--- src/rtl/core_boot_pkg.sv ---
// rtl/core_boot_pkg.sv - shared state encodings and helpers for the boot controller
//
// Purpose: FSM state encoding and the beats-per-word helper used by the top
//          and by the beat packer.
// Ports:   none (package).

package core_boot_pkg;

  typedef enum logic [1:0] {
    ST_IDLE = 2'd0,
    ST_LOAD = 2'd1,
    ST_HOLD = 2'd2,
    ST_RUN  = 2'd3
  } state_t;

  // Beats per instruction word; DATA_W must be an integer multiple of IN_W.
  function automatic int calc_bpw(input int data_w, input int in_w);
    return data_w / in_w;
  endfunction

endpackage

--- src/rtl/core_boot_ctrl_packer.sv ---
// rtl/core_boot_ctrl_packer.sv - assembles narrow load-stream beats into instruction words
//
// Purpose: beat counter plus assembly register. Beat k lands in bits
//          [k*IN_W +: IN_W] (little-endian within the word).
// Ports:
//   clk        in   1       system clock
//   rstn       in   1       asynchronous active-low reset
//   clr        in   1       synchronous clear of beat counter and assembly register
//   beat_valid in   1       a beat is accepted this cycle
//   beat_data  in   IN_W    accepted beat
//   word_valid out  1       last beat of a word is accepted this cycle (combinational)
//   word_data  out  DATA_W  complete word including the beat accepted this cycle

module core_boot_packer
  import core_boot_pkg::*;
#(
  parameter int IN_W   = 8,
  parameter int DATA_W = 32
) (
  input  logic              clk,
  input  logic              rstn,
  input  logic              clr,
  input  logic              beat_valid,
  input  logic [IN_W-1:0]   beat_data,
  output logic              word_valid,
  output logic [DATA_W-1:0] word_data
);

  localparam int BPW   = calc_bpw(DATA_W, IN_W);
  localparam int CNT_W = (BPW > 1) ? $clog2(BPW) : 1;
  localparam logic [CNT_W-1:0] LAST_BEAT = CNT_W'(BPW - 1);

  logic [CNT_W-1:0]  r_cnt;
  logic [DATA_W-1:0] r_asm;
  logic [DATA_W-1:0] w_word;

  always_ff @(posedge clk or negedge rstn) begin
    if (!rstn) begin
      r_cnt <= '0;
      r_asm <= '0;
    end else if (clr) begin
      r_cnt <= '0;
      r_asm <= '0;
    end else if (beat_valid) begin
      r_asm[int'(r_cnt) * IN_W +: IN_W] <= beat_data;
      r_cnt <= (r_cnt == LAST_BEAT) ? '0 : r_cnt + CNT_W'(1);
    end
  end

  // The final beat is merged combinationally so the top can register the
  // whole word in the cycle right after that beat's handshake.
  always_comb begin
    w_word = r_asm;
    w_word[(BPW - 1) * IN_W +: IN_W] = beat_data;
  end

  assign word_valid = beat_valid && (r_cnt == LAST_BEAT);
  assign word_data  = w_word;

endmodule

--- src/rtl/core_boot_ctrl.sv ---
// rtl/core_boot_ctrl.sv - boot sequencer: loads instruction memory, then releases core reset
//
// Purpose: holds the core in reset, streams a program image into the
//          instruction-memory write port, then releases core reset RST_HOLD
//          cycles after the load. Supports skip-load boot and run-time reload.
// Ports:
//   clk          in   1         system clock
//   rstn         in   1         asynchronous active-low reset
//   boot_skip    in   1         skip loading (sampled in IDLE only)
//   load_len     in   ADDR_W+1  words to load, 0 = 2**ADDR_W (sampled on LOAD entry)
//   reload_req   in   1         reload pulse, honoured in RUN only
//   s_valid      in   1         load-stream beat valid
//   s_data       in   IN_W      load-stream beat
//   s_ready      out  1         high in LOAD
//   mem_we       out  1         instruction-memory write enable (registered)
//   mem_addr     out  ADDR_W    word address (registered)
//   mem_wdata    out  DATA_W    word data (registered)
//   core_rstn    out  1         core reset, active low (registered)
//   boot_done    out  1         high in RUN (registered)
//   words_loaded out  ADDR_W+1  words written since the last LOAD entry

module core_boot_ctrl
  import core_boot_pkg::*;
#(
  parameter int ADDR_W   = 10,
  parameter int DATA_W   = 32,
  parameter int IN_W     = 8,
  parameter int RST_HOLD = 4
) (
  input  logic              clk,
  input  logic              rstn,
  input  logic              boot_skip,
  input  logic [ADDR_W:0]   load_len,
  input  logic              reload_req,
  input  logic              s_valid,
  input  logic [IN_W-1:0]   s_data,
  output logic              s_ready,
  output logic              mem_we,
  output logic [ADDR_W-1:0] mem_addr,
  output logic [DATA_W-1:0] mem_wdata,
  output logic              core_rstn,
  output logic              boot_done,
  output logic [ADDR_W:0]   words_loaded
);

  localparam int HOLD_W = $clog2(RST_HOLD + 1);
  localparam logic [ADDR_W:0] MAX_LEN = {1'b1, {ADDR_W{1'b0}}};
  localparam logic [ADDR_W:0] ONE_W   = {{ADDR_W{1'b0}}, 1'b1};

  state_t              r_state;
  logic [ADDR_W:0]     r_len;
  logic [ADDR_W:0]     r_words;
  logic [HOLD_W-1:0]   r_hold;

  logic                w_accept;
  logic                w_clr;
  logic                w_word_valid;
  logic [DATA_W-1:0]   w_word_data;
  logic [ADDR_W:0]     w_words_inc;
  logic [ADDR_W:0]     w_len_eff;

  assign s_ready      = (r_state == ST_LOAD);
  assign w_accept     = s_valid && s_ready;
  assign words_loaded = r_words;
  assign w_words_inc  = r_words + ONE_W;
  assign w_len_eff    = (load_len == '0) ? MAX_LEN : load_len;

  // Packer restarts on every LOAD entry so a stale partial word never leaks
  // into a reload.
  assign w_clr = ((r_state == ST_IDLE) && !boot_skip) ||
                 ((r_state == ST_RUN) && reload_req);

  core_boot_packer #(
    .IN_W   (IN_W),
    .DATA_W (DATA_W)
  ) u_packer (
    .clk        (clk),
    .rstn       (rstn),
    .clr        (w_clr),
    .beat_valid (w_accept),
    .beat_data  (s_data),
    .word_valid (w_word_valid),
    .word_data  (w_word_data)
  );

  always_ff @(posedge clk or negedge rstn) begin
    if (!rstn) begin
      r_state   <= ST_IDLE;
      r_len     <= '0;
      r_words   <= '0;
      r_hold    <= '0;
      mem_we    <= 1'b0;
      mem_addr  <= '0;
      mem_wdata <= '0;
      core_rstn <= 1'b0;
      boot_done <= 1'b0;
    end else begin
      mem_we <= 1'b0;
      case (r_state)
        ST_IDLE: begin
          if (boot_skip) begin
            r_state <= ST_HOLD;
            r_hold  <= HOLD_W'(1);
          end else begin
            r_state <= ST_LOAD;
            r_len   <= w_len_eff;
            r_words <= '0;
          end
        end
        ST_LOAD: begin
          if (w_word_valid) begin
            mem_we    <= 1'b1;
            mem_addr  <= r_words[ADDR_W-1:0];
            mem_wdata <= w_word_data;
            r_words   <= w_words_inc;
            // r_len <= 2**ADDR_W, so the address never wraps within a load.
            if (w_words_inc == r_len) begin
              r_state <= ST_HOLD;
              r_hold  <= HOLD_W'(1);
            end
          end
        end
        ST_HOLD: begin
          // The entry cycle counts as hold cycle 1.
          if (r_hold == HOLD_W'(RST_HOLD)) begin
            r_state   <= ST_RUN;
            core_rstn <= 1'b1;
            boot_done <= 1'b1;
          end else begin
            r_hold <= r_hold + HOLD_W'(1);
          end
        end
        ST_RUN: begin
          if (reload_req) begin
            r_state   <= ST_LOAD;
            core_rstn <= 1'b0;
            boot_done <= 1'b0;
            r_len     <= w_len_eff;
            r_words   <= '0;
          end
        end
        default: r_state <= ST_IDLE;
      endcase
    end
  end

endmodule

--- config.mk ---
export PLATFORM = sky130hd
export DESIGN_NAME = core_boot_ctrl
export DESIGN_NICKNAME = d
export VERILOG_FILES = /design/src/rtl/core_boot_pkg.sv /design/src/rtl/core_boot_ctrl_packer.sv /design/src/rtl/core_boot_ctrl.sv
export SDC_FILE = /design/constraint.sdc
export NUM_CORES = 1
export LEC_CHECK = 0
export ABC_AREA = 1
export CELL_PAD_IN_SITES_DETAIL_PLACEMENT = 0
export CELL_PAD_IN_SITES_GLOBAL_PLACEMENT = 2
export CORE_ASPECT_RATIO = 1.75
export CORE_UTILIZATION = 31
export DETAILED_ROUTE_END_ITERATION = 7
export PLACE_DENSITY = 0.76
export SETUP_SLACK_MARGIN = 0.15
export SYNTH_ARGS = -nofsm -noshare
export SYNTH_HDL_FRONTEND = slang
export SYNTH_SLANG_ARGS = --single-unit
--- constraint.sdc ---
create_clock -name clk -period 2.25 [get_ports clk]
set_input_delay 0.675 -clock clk [delete_from_list [all_inputs] [get_ports clk]]
set_output_delay 0.675 -clock clk [all_outputs]
set_load 0.01 [all_outputs]
==> results of run 1 <==
## metal layers
metal	vias to the layer above	global-route usage, %	share of wire [%]
met5	-	0	0
met4	0	8.67	3.4
met3	24	2.79	3.2
met2	85	33.8	56
met1	1851	19.7	37
li1	1894	-	-
## power groups by stage
| stage | logic [W] | clock network [W] | registers, W |
|---|---|---|---|
| after global routing | 0.00262 | 0.00166 | 0.00240 |
| after detailed placement | 0.00232 | 0 | 0.00238 |
| after global placement | 0.00231 | 0 | 0.00238 |
| after floorplan | 0.00133 | 0 | 0.00234 |
| final | 0.00233 | 0.00153 | 0.00235 |
| after CTS | 0.00233 | 0.00159 | 0.00236 |
## how the worst max path moves through the flow
stage	slack (ns)	depth (start not counted)	end
floorplan	0.41	12	words_loaded[2]$_DFFE_PN0P_
global placement	-0.007	11	words_loaded[9]$_DFFE_PN0P_
detailed placement	-0.07	7	u_packer.r_asm[18]$_DFFE_PN0P_
CTS	0.16	1	words_loaded[2]
global route	0.15	12	r_state[0]$_DFFE_PN0P_
finish	0.19	1	words_loaded[2]
## layout make-up
cell class              count  area share (%)
multi-input cells         350            30.4
clock buffers              10            3.99
flip-flops and latches     97            40.7
clock inverters             6           0.982
well taps                 177            3.70
repair buffers             99            16.5
inverters                  59            3.70
## per-stage QoR
stage | utilization (%) | TNS (ns) | worst slack [ns] | power [W] | std cells
detailed placement | 40.2 | -0.746 | -0.0680 | 0.00470 | 780
global route | 42.8 | 0 | 0.145 | 0.00667 | 798
finish | 42.8 | 0 | 0.188 | 0.00621 | 798
global placement | 40.2 | -0.0310 | -0.00680 | 0.00469 | 780
CTS | 42.4 | 0 | 0.158 | 0.00627 | 796
floorplan | - | 0 | 0.407 | 0.00367 | 518
## cell families (layout without fill, tap and decap cells)
family	after synthesis	count (layout)	synth area share, %
buffers and inverters	71	174	6.07
flip-flops	97	97	54.3
AND/OR/NAND/NOR	239	239	22.9
multiplexers	6	6	1.51
AO/OA/AOI/OAI	89	89	11.1
XOR/XNOR	4	4	0.783
adder cells (fa/ha/maj)	12	12	3.36
## repair_timing
action | CTS | global route
pin swaps | 1 | 1
endpoints found under the setup margin | 8 | 25
setup buffers | 0 | 2
gates cloned | 0 | 0
gates resized for setup | 5 | 11
## Yosys cell counts
master	count
nand2_1	150
dfrtp_1	97
inv_1	57
o21ai_0	50
nand3_1	48
nor2_1	21
o22ai_1	19
a21oi_1	15
ha_1	12
clkbuf_1	9
mux2_2	6
nand2_2	4
nand4_1	3
nor2_2	3
nor2_4	3
inv_2	2
nand3b_1	2
nor3_1	2
nor4_1	2
xnor2_1	2
xor2_1	2
a211oi_1	1
a311oi_1	1
buf_1	1
buf_2	1
buf_4	1
nand3_2	1
o21ai_2	1
o21bai_1	1
o21bai_4	1
## state kept, by name (all words and copies together), names as in the netlist
signal          count
u_packer.r_cnt      2
boot_done           1
mem_wdata          32
words_loaded       11
r_len              11
mem_we              1
r_state             2
r_hold              3
u_packer.r_asm     24
mem_addr           10
==> reports/metrics.cfg, run 1 <==
[floorplan]
rows=57
design.core.area_mm2=0.0140
die_h_um=161
initial_utilization_pct=32.0
ioPinCount=81
die_w_um=92.8
die-area_mm2=0.0149

[logic_synthesis]
syn_nets=554
synth-seq-cells=97
yosysTopAreaCellShare_pct=54.3
syn_avg_cell_area_um2=8.64
yosys-top-cells-area=dfrtp_1 (54%), nand2_1 (13%), o21ai_0 (5.6%), nand3_1 (5.4%), inv_1 (4.8%)
syn_inst=518
synth_cell_type_count=30
yosys.area.top_type=dfrtp_1
ys_seq_area_share_pct=54.3
syn_area_mm2=0.00447
synth_warnings=0

[clocking]
cts_buffers=9
cts.clk_slew.worst_paths_ns=0.07
htree_levels=3
clk_path_buf_depth=2
hold_buffers=0
root_buffer=clkbuf_16
clock_sinks=97
clk_latency_ns=0.34
cts_tree=done

[critical_path]
arrival_ns=1.39
path_max_fanout=6
ff2ff_path_depth=12
end_kind=output pin
crit_family=buffers and inverters
r2r-end=words_loaded[4]$_DFFE_PN0P_
worst-path-buf-inv=1
critPathMaxStageDelay_ns=0.57
critPathLaunchType=register
crit_path_top_delay_cell=clkdlybuf4s50_1
worstReg2RegStart=r_state[1]$_DFFE_PN0P_
reg2reg_slack_ns=0.36
setup.worst_path.start=words_loaded[2]$_DFFE_PN0P_
crit_type=register to output pin
cp_data_required_time_ns=1.57
path_cells=clkdlybuf4s50_1

[final_layout]
fillers=1430
diodes=0
drive_gt1_share_pct=11.0
fin_nets=652
fin_area_mm2=0.00599
synthToLayoutAreaGrowth_pct=33.8
final_common_cell=nand2_1
layout_common_cells=nand2_1 (150), dfrtp_1 (91), clkdlybuf4s50_1 (78)
multi_input_area_mm2=0.00182
regArea_mm2=0.00243

[sta]
min_period_ns=2.06
fin_skew_ns=0.00683
maxSlewHeadroom_pct=71.3
tightestPinTransition_ns=0.429
slew_violations=0
hold_violations=0
timing.fmax_mhz=485
final-setup-viol-count=0
rsz0062_at_grt=no
hold_slack_ns=0.263
finalCritPeriodShare_pct=91.7

[routing]
initialDrtViolationCount=100
vias=3854
via_per_inst=4.83
drc_errors=0
wirelength_um=12800
post_drt_wl_per_cell_um=16.1
ant_nets=0
firstDrtPassIters=4

[pwr]
swShare_pct=37.0
p_comb_share_pct=37.5
power.switching_w=0.00230
clockPowerShare_pct=24.6
p_per_area_mw_per_mm2=1040
p_leak_nw=2.72
peakVddDrop_v=0.000441
p_seq_share_pct=37.9
p_int_w=0.00391

[global_route]
grt_max_degree=61
grt_pass1_vias=3895
grt_antenna_before_repair=0
grt_usage_pct=18.2
grt_overflow=0
grt_pass1_wl_um=20700

[placement]
dp.final_hpwl_um=9680
numPortBuffers=80
globalplace.congestion=0.826
placed_area_mm2=0.00562

[status]
outcome=complete, no violations

[run]
max-cap-violations=0

[worst_hold_path]
hp-class=input pin to async pin

No activity file was read; power rests on OpenSTA's default activity.
==> run 2: changes to the inputs <==
- SLEW_MARGIN: default -> 20
==> results of run 2 <==
The final DEF is identical to that of run 1; final timing and power are the same.
